===== src/rtl/fetch_pkg.sv =====
`default_nettype none
// ============================================================================
//  Module      : fetch_pkg
//  Description : Shared types and constants for the instruction-fetch
//                sequencer: state encoding, opcode field position, HALT
//                opcode and the NOP bubble word.
//  Revision    : 1.0 - initial release
// ============================================================================
package fetch_pkg;

    // Sequencer states
    typedef enum logic [1:0] {
        ST_LOAD  = 2'd0,
        ST_RUN   = 2'd1,
        ST_FLUSH = 2'd2,
        ST_HALT  = 2'd3
    } fetch_state_e;

    // Opcode field inside the instruction word
    localparam int OPC_MSB = 31;
    localparam int OPC_LSB = 26;

    // Default opcode that stops fetch
    localparam logic [OPC_MSB-OPC_LSB:0] HALT_OPC = 6'h3F;

    // Bubble word loaded into IF/ID on a flush
    localparam logic [31:0] NOP_WORD = 32'h0000_0000;

    // True when the opcode field of an instruction matches the given opcode
    function automatic logic opc_match(input logic [31:0]              instr,
                                       input logic [OPC_MSB-OPC_LSB:0] opc);
        return (instr[OPC_MSB:OPC_LSB] == opc);
    endfunction

endpackage
`default_nettype wire


===== src/rtl/fetch_ctrl_if.sv =====
`default_nettype none
// ============================================================================
//  Module      : fetch_ctrl_if
//  Description : Loader write port of the fetch sequencer. The loader is
//                the master; the fetch sequencer is the slave and answers
//                with ld_ready.
//  Revision    : 1.0 - initial release
// ============================================================================
interface fetch_ctrl_if #(
    parameter int ADDR_W = 10
);
    import fetch_pkg::*;

    logic              ld_valid;
    logic              ld_ready;
    logic [ADDR_W-1:0] ld_addr;
    logic [31:0]       ld_data;
    logic              ld_done;

    // Loader side
    modport master (
        output ld_valid,
        output ld_addr,
        output ld_data,
        output ld_done,
        input  ld_ready
    );

    // Fetch sequencer side
    modport slave (
        input  ld_valid,
        input  ld_addr,
        input  ld_data,
        input  ld_done,
        output ld_ready
    );

endinterface
`default_nettype wire


===== src/rtl/fetch_ctrl_sat_cnt.sv =====
`default_nettype none
// ============================================================================
//  Module      : sat_cnt
//  Description : Saturating up-counter with synchronous clear. Holds at
//                all-ones instead of wrapping.
//  Revision    : 1.0 - initial release
// ============================================================================
module sat_cnt #(
    parameter int CNT_W = 16
) (
    input  wire logic             clk,
    input  wire logic             rst_n,
    input  wire logic             inc,
    input  wire logic             clr,
    output logic      [CNT_W-1:0] q
);

    localparam logic [CNT_W-1:0] C_ONE = CNT_W'(1);
    localparam logic [CNT_W-1:0] C_MAX = {CNT_W{1'b1}};

    // Count events, stop at the maximum value
    always_ff @(posedge clk or negedge rst_n) begin
        if (!rst_n) begin
            q <= '0;
        end else if (clr) begin
            q <= '0;
        end else if (inc && (q != C_MAX)) begin
            q <= q + C_ONE;
        end
    end

endmodule
`default_nettype wire


===== src/rtl/fetch_ctrl.sv =====
`default_nettype none
// ============================================================================
//  Module      : fetch_ctrl
//  Description : Instruction-fetch sequencer. Boots in LOAD where a loader
//                fills instruction memory, then drives PC enable/select and
//                the IF/ID register controls: taken-branch redirect with a
//                fixed bubble count, load-use stalls and HALT detection.
//                Keeps saturating stall and flush counters for debug.
//  Revision    : 1.0 - initial release
// ============================================================================
module fetch_ctrl #(
    parameter int          ADDR_W    = 10,
    parameter int          FLUSH_CYC = 2,
    parameter logic [5:0]  HALT_OPC  = fetch_pkg::HALT_OPC,
    parameter int          CNT_W     = 16
) (
    input  wire logic              clk,
    input  wire logic              rst_n,

    fetch_ctrl_if.slave            ld,

    output logic                   imem_we,
    output logic      [ADDR_W-1:0] imem_waddr,
    output logic      [31:0]       imem_wdata,

    input  wire logic              br_taken,
    input  wire logic [31:0]       br_target,
    input  wire logic              stall_req,
    input  wire logic [31:0]       ir,

    output logic                   pc_en,
    output logic                   pc_sel,
    output logic      [31:0]       npc_alu,
    output logic                   if_id_en,
    output logic                   if_id_flush,
    output logic                   halted,
    output logic      [CNT_W-1:0]  stall_cnt,
    output logic      [CNT_W-1:0]  flush_cnt
);

    import fetch_pkg::*;

    // Bubble counter only has to hold FLUSH_CYC-1
    localparam int               C_FC_W    = (FLUSH_CYC > 1) ? $clog2(FLUSH_CYC) : 1;
    localparam logic [C_FC_W-1:0] C_FC_INIT = C_FC_W'(FLUSH_CYC - 1);
    localparam logic [C_FC_W-1:0] C_FC_ONE  = C_FC_W'(1);

    fetch_state_e      r_state;
    fetch_state_e      w_state_nxt;
    logic [C_FC_W-1:0] r_fcnt;
    logic [C_FC_W-1:0] w_fcnt_nxt;

    logic w_ld_ready;
    logic w_imem_we;
    logic w_pc_en;
    logic w_pc_sel;
    logic w_if_id_en;
    logic w_if_id_flush;
    logic w_halted;
    logic w_stall_inc;
    logic w_flush_inc;
    logic w_in_load;
    logic w_is_halt;
    logic w_unused_bits;

    assign w_is_halt = opc_match(ir, HALT_OPC);
    assign w_in_load = (r_state == ST_LOAD);

    // Upper target bits and the non-opcode bits of ir are not needed here
    assign w_unused_bits = ^{br_target[31:ADDR_W], ir[OPC_LSB-1:0]};

    // State and bubble-count registers
    always_ff @(posedge clk or negedge rst_n) begin
        if (!rst_n) begin
            r_state <= ST_LOAD;
            r_fcnt  <= '0;
        end else begin
            r_state <= w_state_nxt;
            r_fcnt  <= w_fcnt_nxt;
        end
    end

    // Next-state and control decode from state plus same-cycle inputs
    always_comb begin
        w_state_nxt   = r_state;
        w_fcnt_nxt    = r_fcnt;
        w_ld_ready    = 1'b0;
        w_imem_we     = 1'b0;
        w_pc_en       = 1'b0;
        w_pc_sel      = 1'b0;
        w_if_id_en    = 1'b0;
        w_if_id_flush = 1'b0;
        w_halted      = 1'b0;
        w_stall_inc   = 1'b0;
        w_flush_inc   = 1'b0;

        if (((r_state == ST_RUN) || (r_state == ST_FLUSH)) && br_taken) begin
            // Redirect wins over stall and halt; the fetched word is a bubble
            w_pc_en       = 1'b1;
            w_pc_sel      = 1'b1;
            w_if_id_en    = 1'b1;
            w_if_id_flush = 1'b1;
            w_flush_inc   = 1'b1;
            if (FLUSH_CYC > 1) begin
                w_state_nxt = ST_FLUSH;
                w_fcnt_nxt  = C_FC_INIT;
            end else begin
                w_state_nxt = ST_RUN;
            end
        end else begin
            case (r_state)
                ST_LOAD: begin
                    w_ld_ready    = 1'b1;
                    w_imem_we     = ld.ld_valid;
                    w_if_id_flush = 1'b1;
                    if (ld.ld_done) begin
                        w_state_nxt = ST_RUN;
                    end
                end
                ST_RUN: begin
                    if (stall_req) begin
                        w_stall_inc = 1'b1;
                    end else if (w_is_halt) begin
                        // HALT itself still moves into IF/ID
                        w_if_id_en  = 1'b1;
                        w_state_nxt = ST_HALT;
                    end else begin
                        w_pc_en    = 1'b1;
                        w_if_id_en = 1'b1;
                    end
                end
                ST_FLUSH: begin
                    // Wrong-path instruction: stall and halt are ignored
                    w_pc_en       = 1'b1;
                    w_if_id_en    = 1'b1;
                    w_if_id_flush = 1'b1;
                    if (r_fcnt <= C_FC_ONE) begin
                        w_state_nxt = ST_RUN;
                        w_fcnt_nxt  = '0;
                    end else begin
                        w_fcnt_nxt  = r_fcnt - C_FC_ONE;
                    end
                end
                ST_HALT: begin
                    w_halted      = 1'b1;
                    w_if_id_flush = 1'b1;
                end
                default: begin
                    w_state_nxt = ST_LOAD;
                end
            endcase
        end
    end

    // Every output is forced low while reset is asserted
    assign ld.ld_ready   = rst_n & w_ld_ready;
    assign imem_we       = rst_n & w_imem_we;
    assign imem_waddr    = (rst_n && w_in_load) ? ld.ld_addr : '0;
    assign imem_wdata    = (rst_n && w_in_load) ? ld.ld_data : NOP_WORD;
    assign pc_en         = rst_n & w_pc_en;
    assign pc_sel        = rst_n & w_pc_sel;
    assign npc_alu       = rst_n ? 32'(br_target[ADDR_W-1:0]) : 32'h0;
    assign if_id_en      = rst_n & w_if_id_en;
    assign if_id_flush   = rst_n & w_if_id_flush;
    assign halted        = rst_n & w_halted;

    sat_cnt #(
        .CNT_W (CNT_W)
    ) u_stall_cnt (
        .clk   (clk),
        .rst_n (rst_n),
        .inc   (w_stall_inc),
        .clr   (1'b0),
        .q     (stall_cnt)
    );

    sat_cnt #(
        .CNT_W (CNT_W)
    ) u_flush_cnt (
        .clk   (clk),
        .rst_n (rst_n),
        .inc   (w_flush_inc),
        .clr   (1'b0),
        .q     (flush_cnt)
    );

endmodule
`default_nettype wire


===== src/flat_wrapper.sv =====
// flat-port wrapper written by rule: the top's interface ports become plain ports
module fetch_ctrl_flat import fetch_pkg::*;
#(
    parameter int          ADDR_W    = 10,
    parameter int          FLUSH_CYC = 2,
    parameter logic [5:0]  HALT_OPC  = fetch_pkg::HALT_OPC,
    parameter int          CNT_W     = 16
)
  (clk, rst_n, imem_we, imem_waddr, imem_wdata, br_taken, br_target, stall_req, ir, pc_en, pc_sel, npc_alu, if_id_en, if_id_flush, halted, stall_cnt, flush_cnt, ld_ld_valid, ld_ld_addr, ld_ld_data, ld_ld_done, ld_ld_ready);
  fetch_ctrl_if #(.ADDR_W(ADDR_W)) ld_i ();
  input  wire logic clk;
  input  wire logic rst_n;
  output logic imem_we;
  output logic      [ADDR_W-1:0] imem_waddr;
  output logic      [31:0] imem_wdata;
  input  wire logic br_taken;
  input  wire logic [31:0] br_target;
  input  wire logic stall_req;
  input  wire logic [31:0] ir;
  output logic pc_en;
  output logic pc_sel;
  output logic      [31:0] npc_alu;
  output logic if_id_en;
  output logic if_id_flush;
  output logic halted;
  output logic      [CNT_W-1:0] stall_cnt;
  output logic      [CNT_W-1:0] flush_cnt;
  input wire logic [$bits(ld_i.ld_valid)-1:0] ld_ld_valid;
  input wire logic [$bits(ld_i.ld_addr)-1:0] ld_ld_addr;
  input wire logic [$bits(ld_i.ld_data)-1:0] ld_ld_data;
  input wire logic [$bits(ld_i.ld_done)-1:0] ld_ld_done;
  output wire logic [$bits(ld_i.ld_ready)-1:0] ld_ld_ready;
  assign ld_i.ld_valid = ld_ld_valid;
  assign ld_i.ld_addr = ld_ld_addr;
  assign ld_i.ld_data = ld_ld_data;
  assign ld_i.ld_done = ld_ld_done;
  assign ld_ld_ready = ld_i.ld_ready;
  fetch_ctrl #(.ADDR_W(ADDR_W), .FLUSH_CYC(FLUSH_CYC), .HALT_OPC(HALT_OPC), .CNT_W(CNT_W)) u_core (.clk(clk), .rst_n(rst_n), .ld(ld_i), .imem_we(imem_we), .imem_waddr(imem_waddr), .imem_wdata(imem_wdata), .br_taken(br_taken), .br_target(br_target), .stall_req(stall_req), .ir(ir), .pc_en(pc_en), .pc_sel(pc_sel), .npc_alu(npc_alu), .if_id_en(if_id_en), .if_id_flush(if_id_flush), .halted(halted), .stall_cnt(stall_cnt), .flush_cnt(flush_cnt));
endmodule

===== config.mk =====
export PLATFORM = sky130hd
export DESIGN_NAME = fetch_ctrl_flat
export DESIGN_NICKNAME = d
export VERILOG_FILES = /design/src/rtl/fetch_pkg.sv /design/src/rtl/fetch_ctrl_if.sv /design/src/rtl/fetch_ctrl_sat_cnt.sv /design/src/rtl/fetch_ctrl.sv /design/src/flat_wrapper.sv
export SDC_FILE = /design/constraint.sdc
export NUM_CORES = 1
export LEC_CHECK = 0
export CORE_MARGIN = 1.5
export CORE_UTILIZATION = 33
export CTS_CLUSTER_DIAMETER = 30
export DETAILED_ROUTE_END_ITERATION = 8
export GPL_ROUTABILITY_DRIVEN = 0
export PLACE_DENSITY = 0.86
export SYNTH_ARGS = -nofsm -noshare
export SYNTH_HDL_FRONTEND = slang
export SYNTH_SLANG_ARGS = --single-unit

===== constraint.sdc =====
create_clock -name clk -period 6.1 [get_ports clk]
set_input_delay 1.22 -clock clk [delete_from_list [all_inputs] [get_ports clk]]
set_output_delay 1.22 -clock clk [all_outputs]
set_load 0.005 [all_outputs]

Word-level counts from Yosys, hierarchy flattened

Index checks and enable logic that the tools add are counted.

Register bits: 35
Word-level logic and storage cells: 66
Output and inout port bits: 113
Input port bits: 112

Equality and inequality tests: 10
Bitwise gates (word level): 7
$lt $le $gt $ge: 1
Muxes and demuxes: 31
Add/subtract/negate cells: 3
Reductions and logical operators: 10

Operators with widths:

| operator                                                                 | count |
|---|---|
| 16-bit by 1-bit adder with 16-bit output (second input constant)         | 2 |
| 32-bit 2-to-1 mux                                                        | 1 |
| 16-bit inequality test (second input constant)                           | 2 |
| 1-bit 2-to-1 mux                                                         | 20 |
| 10-bit 2-to-1 mux                                                        | 2 |
| 2-bit 2-to-1 mux                                                         | 5 |
| 3-bit inequality test (second input constant)                            | 3 |
| 1-bit bitwise AND                                                        | 7 |
| 6-bit == test (second input constant)                                    | 1 |
| 2-bit case mux with 3 select lines                                       | 1 |
| 5-bit AND reduction                                                      | 1 |
| 2-bit == test (second input constant)                                    | 2 |
| 1-bit logical AND                                                        | 4 |
| 1-bit case mux with 2 select lines                                       | 2 |
| 4-bit nonzero test                                                       | 1 |
| 3-bit by 2-bit inequality test with 1-bit output (second input constant) | 1 |
| 3-bit OR reduction                                                       | 1 |
| 2-bit by 1-bit == test with 1-bit output (second input constant)         | 1 |
| 2-bit logical NOT                                                        | 1 |
| 2-bit nonzero test                                                       | 1 |
| 1-bit <= comparator (second input constant)                              | 1 |
| 1-bit logical OR                                                         | 1 |
| 1-bit subtractor (second input constant)                                 | 1 |

Depth between registers and ports, before layout

Gate-level depths: netlist of run 1.

Word-level depth: 6
Gate-level depth with buffers: 7
Depth with buffers taken out: 6

Modules after synthesis

Synthesis of run 1 repeated with hierarchy kept, for this count alone.

Cell total of the unflattened synthesis: 313
Area total of the unflattened synthesis: 2710.1 µm²

Modules (own cells, without submodules):

| module     | area each (µm²) | instances | cells each | seq. area each (µm²) |
|---|---|---|---|---|
| sat_cnt    | 942.2           | 2         | 98         | 400.4 |
| fetch_ctrl | 825.8           | 1         | 117        | 50.0 |

Worst setup path before layout of run 1

No wires, ideal clock.

Kind: input -> output
Start: input br_taken
End: output pc_en
Arrival: 1.898 ns
Required time: 4.880 ns
Stages on the path: 3
Path slack: 2.982 ns
Path through: and2_0 clkbuf_1 o41a_1

Longest elaborated chain between the ends: 3

RTL lines:

| element           | RTL line           | text |
|---|---|---|
| from (decl)       | flat_wrapper.sv:16 | `input wire logic br_taken;` |
| 1-bit logical AND | fetch_ctrl.sv:97   | `if (((r_state == ST_RUN) \|\| (r_state == ST_FLUSH)) && br_taken) begin` |
| 1-bit 2-to-1 mux  | fetch_ctrl.sv:97   |  |
| 1-bit bitwise AND | fetch_ctrl.sv:160  | `assign pc_en = rst_n & w_pc_en;` |
| to (decl)         | flat_wrapper.sv:20 | `output logic pc_en;` |

Every way passes these cells.

Worst setup path after layout of run 1

Start: input rst_n
End: output pc_en

Longest elaborated chain between the ends: 1

RTL lines:

| element           | RTL line           | text |
|---|---|---|
| from (decl)       | flat_wrapper.sv:12 | `input wire logic rst_n;` |
| 1-bit bitwise AND | fetch_ctrl.sv:160  |  |

Every way passes these cells.

==> results of run 1 <==
cells in the mapped netlist, types with 3 or more instances:
library cell,instances,share of area
buf_4,22,0.068
dfrtp_1,34,0.35
nor2_1,7,0.011
and2_1,12,0.031
nor3b_1,3,0.0093
clkbuf_1,12,0.019
mux2_1,4,0.019
ha_1,9,0.047
nand3_1,11,0.023
a21oi_1,3,0.0062
nand4_1,7,0.018
inv_1,4,0.0062
and4_1,3,0.011
nor3_1,14,0.029
xor2_1,26,0.094
nor2b_1,3,0.0078
nor4_1,4,0.010
nand2_1,13,0.020
and3_1,46,0.12
flip-flops by register name, indices dropped and copies added (netlist names):
register and cells:
u_core.u_stall_cnt.q 16, u_core.u_flush_cnt.q 16, u_core.r_state 2
critical path: stages:
cell and delay [ns]:
buf_2 0.71, o311a_1 0.35, o41a_1 0.16, clkdlybuf4s50_1 0.50
power groups by stage:
stage          sequential [mW]  combinational (mW)  clock [mW]
2_1_floorplan            0.323               0.229           0
3_3_place_gp             0.330               0.471           0
3_5_place_dp             0.333               0.481           0
4_1_cts                  0.329               0.484       0.175
5_1_grt                  0.338               0.531       0.184
6_report                 0.331               0.479       0.171
layout make-up:
class	instances	area share
well taps	99	0.0306
flip-flops and latches	34	0.210
clock buffers	7	0.0213
multi-input cells	210	0.352
clock inverters	1	0.00124
repair buffers	155	0.381
inverters	4	0.00371
kinds of logic (layout without fill, tap and decap cells):
logic type	count (synthesis)	in the layout	share of synthesized area
mux	4	4	0.0186
fa+ha+maj	9	9	0.0465
xor+xnor	28	28	0.101
buf+inv	39	167	0.0951
compound gates	10	10	0.0310
simple gates	137	137	0.354
flops	34	34	0.352
other cells	1	22	0.00155
worst paths after layout:
path	end	start	slack [ns]
worst max register to register	u_core.u_stall_cnt.q[1]	u_core.r_state[0]	3.72
worst min-delay path	u_core.u_flush_cnt.q[11]	u_core.u_flush_cnt.q[11]	0.52
min in group asynchronous	u_core.u_flush_cnt.q[6]	rst_n	1.08
max in group asynchronous	u_core.u_flush_cnt.q[9]	rst_n	4.16
worst max-delay path	pc_en	rst_n	1.91
worst min register to register	u_core.u_flush_cnt.q[11]	u_core.u_flush_cnt.q[11]	0.52
per-layer routing:
layer / track usage / vias to the layer above
met1: 0.265 / 1149
met3: 0.0541 / 8
met4: 0.0440 / 0
met2: 0.311 / 125
met5: 0 / -
li1: - / 1172
metrics by stage:
stage | hold WS (ns) | setup slack [ns]
after floorplan | 0.484 | 2.98
after global placement | 0.497 | 1.93
after detailed placement | 0.492 | 1.90
after CTS | 0.518 | 1.89
after global routing | 0.538 | 1.68
final | 0.517 | 1.91
==> results.py, run 1 <==
metrics = {
    "critical_path": {
        "cp_data_arrival_time_ns": 2.97,
        "worstSetupPathType": "in2out",
        "critPathMaxFanout": 70,
        "critPathLaunchType": "input pin",
        "r2r_cells": 6,
        "crit_path_end_kind": "output port",
        "critPathRequiredTime_ns": 4.88,
    },
    "clock_network": {
        "root_buffer": "clkbuf_8",
        "cts_resized": 0,
        "cts_made_buffers": 5,
        "cts_tree": "yes",
        "h-tree-depth": 2,
        "post_cts_buffers": 0,
        "clock_latency_ns": 0.28,
        "clock_sinks": 34,
        "clk_path_buf_depth": 2,
        "path_clk_slew_ns": 0.07,
        "holdBufCountCts": 0,
    },
    "global_route": {
        "grt_pass1_wl_um": 11800,
        "grt_use_total": 0.195,
        "antenna_found_initial": 0,
        "grt_pass1_vias": 2318,
        "grt_max_degree": 71,
        "grt_overflow_total": 0,
    },
    "synthesis": {
        "synth-main-ff-cell": "dfrtp_1",
        "synth_edf_count": 0,
        "syn_area_um2": 2420,
        "synth_cell_type_count": 39,
        "ys_ff_latch": 34,
        "synthCells": 262,
        "async_reset_ff_frac": 1.00,
        "yosysSeqAreaShare": 0.352,
        "ys_warn_count": 0,
        "syn_area_per_cell_um2": 9.24,
    },
    "outcome": {
        "outcome": "finished clean",
    },
    "timing": {
        "post-route-period-util": 0.687,
        "fmax_mhz": 239,
        "worstMarginPinSlew_ns": 1.06,
        "tns_ns": 0,
        "fin_crit_ns": 4.19,
        "rsz0062_at_grt": "false",
        "fin_worst_skew_ns": 0.00513,
        "setup-violations-final": 0,
        "drv_slew": 0,
        "hold_violations": 0,
        "worst_slew_margin_rel": 0.293,
    },
    "detailed_routing": {
        "final_antenna_net_count": 0,
        "drt_iter0_markers": 51,
        "routed.top_layer": "met4",
        "drc_errors": 0,
        "first_pass_iters": 4,
        "via_per_inst": 4.81,
        "wirelength_um": 7710,
        "routedWlPerCell_um": 15.1,
        "wl_met1_um": 3500,
        "wl_met2_um": 3560,
        "num_vias": 2454,
        "met3_length_um": 580,
    },
    "floorplanning": {
        "initial_core_util": 0.337,
        "die-area_um2": 7860,
        "die_h_um": 88.6,
        "ios": 225,
        "rows": 31,
        "core-area_um2": 7180,
        "fp.dieW_um": 88.6,
    },
    "place": {
        "place_area_um2": 3960,
        "hpwl_um": 6170,
        "dp_cells": 502,
        "port_buffers": 154,
    },
    "power_and_ir_drop": {
        "power.leakage_nw": 1.89,
        "power_frac_seq": 0.337,
        "netSwitchingPower_mw": 0.347,
        "swShare": 0.354,
        "ir_drop_v": 0.000216,
        "p_clk_frac": 0.174,
        "total_power_mw": 0.980,
        "intPower_mw": 0.633,
        "p_per_area_nw_per_um2": 242,
        "power_frac_comb": 0.489,
    },
    "final_layout": {
        "final_common_cell": "clkdlybuf4s50_1",
        "regArea_um2": 851,
        "fillers": 610,
        "drive_gt1_frac": 0.0462,
        "design_area_um2": 4050,
        "fin_util": 0.564,
        "fin_cells": 510,
        "multiInputGateArea_um2": 1420,
        "design.final.nets": 531,
        "syn2layout_area_growth_pct": 67.3,
        "diodes": 0,
        "final_cell_mix": "clkdlybuf4s50_1, and3_1, dfrtp_1",
    },
    "hold_path": {
        "min_path_cells": 1,
        "hold_class": "reg2reg",
    },
    "flow_run": {
        "maxCapViolCount": 0,
    },
}
Power figures use the tool's default switching activity.
==> inputs of run 2 (changes only) <==
CORE_UTILIZATION = 31   (was 33)
PLACE_DENSITY = 0.82   (was 0.86)
clock period = 3.9 ns   (was 6.1 ns; I/O delays follow)
==> run 2 against run 1 <==
  * Routed wire length rose by 13%
  * First-iteration DRC count rose by 31%
  * Clock power rose by 46%
  * Non-clock buffer count rose by 5
  * Sequential power rose by 57%
  * Sequential share of layout area fell by 0.17 points
  * Setup slack got worse by 1.3 ns
  * Via count rose by 1.4%
  * Utilization fell by 3.1 points
  * Design area rose by 0.80%
  * Largest power group unchanged
==> results.py, run 2 (synthesis results as in run 1) <==
metrics = {
    "critical_path": {
        "cpLargestDelayFamily": "buffers and inverters",
        "critPathLaunchType": "input pin",
        "r2r_cells": 6,
        "crit_path_frequent_cell": "clkdlybuf4s50_1",
        "cp.depth": 4,
        "crit_path_end_kind": "output port",
        "critPathRequiredTime_ns": 3.12,
        "max_stage_delay_ns": 0.48,
        "path_buf_inv": 2,
        "worstSetupPathType": "in2out",
        "cp_data_arrival_time_ns": 2.53,
        "cp_cell_sequence": "clkdlybuf4s50_1 > and2_0 > o41a_1 > clkdlybuf4s50_1",
        "slowest_stage": "o41a_1",
        "critPathMaxFanout": 6,
    },
    "clock_network": {
        "cts_tree": "yes",
        "clock_sinks": 34,
        "clock_latency_ns": 0.28,
        "cts_resized": 0,
        "cts_made_buffers": 5,
        "path_clk_slew_ns": 0.06,
        "holdBufCountCts": 0,
        "clk_path_buf_depth": 2,
        "root_buffer": "clkbuf_8",
        "h-tree-depth": 2,
        "post_cts_buffers": 0,
    },
    "timing": {
        "worst_slack_ns": 0.594,
        "fin_crit_ns": 3.31,
        "drv_slew": 0,
        "worstMarginPinSlew_ns": 0.606,
        "worst_slew_margin_rel": 0.595,
        "hold_ws_ns": 0.513,
        "rsz0062_at_grt": "false",
        "fmax_mhz": 302,
        "hold_violations": 0,
        "tns_ns": 0,
        "fin_worst_skew_ns": 0.00406,
        "post-route-period-util": 0.848,
        "setup-violations-final": 0,
    },
    "detailed_routing": {
        "drc_errors": 0,
        "wirelength_um": 8670,
        "num_vias": 2488,
        "drt_iter0_markers": 67,
        "first_pass_iters": 4,
        "routedWlPerCell_um": 16.8,
        "final_antenna_net_count": 0,
        "via_per_inst": 4.82,
    },
    "floorplanning": {
        "die_h_um": 91.4,
        "core-area_um2": 7650,
        "die-area_um2": 8340,
        "ios": 225,
        "rows": 32,
        "fp.dieW_um": 91.4,
        "initial_core_util": 0.316,
    },
    "global_route": {
        "antenna_found_initial": 0,
        "grt_max_degree": 30,
        "grt_use_total": 0.209,
        "grt_pass1_vias": 2457,
        "grt_overflow_total": 0,
        "grt_pass1_wl_um": 13500,
    },
    "outcome": {
        "outcome": "finished clean",
    },
    "hold_path": {
        "hold_class": "reg2reg",
        "min_path_cells": 1,
    },
    "final_layout": {
        "final_common_cell": "clkdlybuf4s50_1",
        "drive_gt1_frac": 0.0556,
        "final_cell_mix": "clkdlybuf4s50_1, and3_1, dfrtp_1",
        "syn2layout_area_growth_pct": 68.7,
        "diodes": 0,
        "design.final.nets": 536,
        "largestRegisters": "u_core.u_flush_cnt.q x16, u_core.u_stall_cnt.q x16, u_core.r_state x2",
    },
    "power_and_ir_drop": {
        "p_per_area_nw_per_um2": 376,
        "ir_drop_v": 0.000298,
        "power.leakage_nw": 1.91,
    },
    "flow_run": {
        "maxCapViolCount": 0,
    },
    "place": {
        "port_buffers": 154,
        "hpwl_um": 7060,
        "pre_cts_ws_ns": 0.604,
    },
}
## run 2: area by class of cell
type | count | area (um^2)
Clock buffer | 6 | 82.6
Fill cell | 689 | 3570
Inverter | 4 | 15.0
Multi-Input combinational cell | 210 | 1420
Sequential cell | 34 | 851
Tap cell | 102 | 128
Timing Repair Buffer | 160 | 1580
## run 2: metrics by stage
step	util	power [mW]	cells	cell area [um^2]
floorplan	-	0.864	283	2500
global placement	0.523	1.26	510	4000
detailed placement	0.523	1.29	510	4000
CTS	0.534	1.55	516	4080
global route	0.534	1.64	516	4080
finish	0.534	1.54	516	4080
## run 2: path summary, 6_finish.rpt
kind	start	end	slack, ns
setup / recovery	br_taken	pc_en	0.59
hold / removal	u_core.u_flush_cnt.q[11]	u_core.u_flush_cnt.q[11]	0.51
min in group asynchronous	rst_n	u_core.u_stall_cnt.q[2]	0.63
hold reg to reg	u_core.u_flush_cnt.q[11]	u_core.u_flush_cnt.q[11]	0.51
max in group asynchronous	rst_n	u_core.u_flush_cnt.q[5]	2.95
setup reg to reg	u_core.r_state[0]	u_core.u_stall_cnt.q[1]	1.47
## run 2: metal layers
layer,wire length (um),GRT usage,part of all wire,up-vias
li1,-,-,-,1190
met1,3760,0.280,0.43,1150
met2,3750,0.311,0.43,143
met3,1120,0.101,0.13,5
met4,39,0.0313,0.0045,0
met5,0,0,0,-
## run 2: report_power, final
part | switching [mW] | total, mW | internal, mW
clock network | 0.113 | 0.249 | 0.136
registers | 0.0996 | 0.519 | 0.420
logic | 0.332 | 0.768 | 0.436
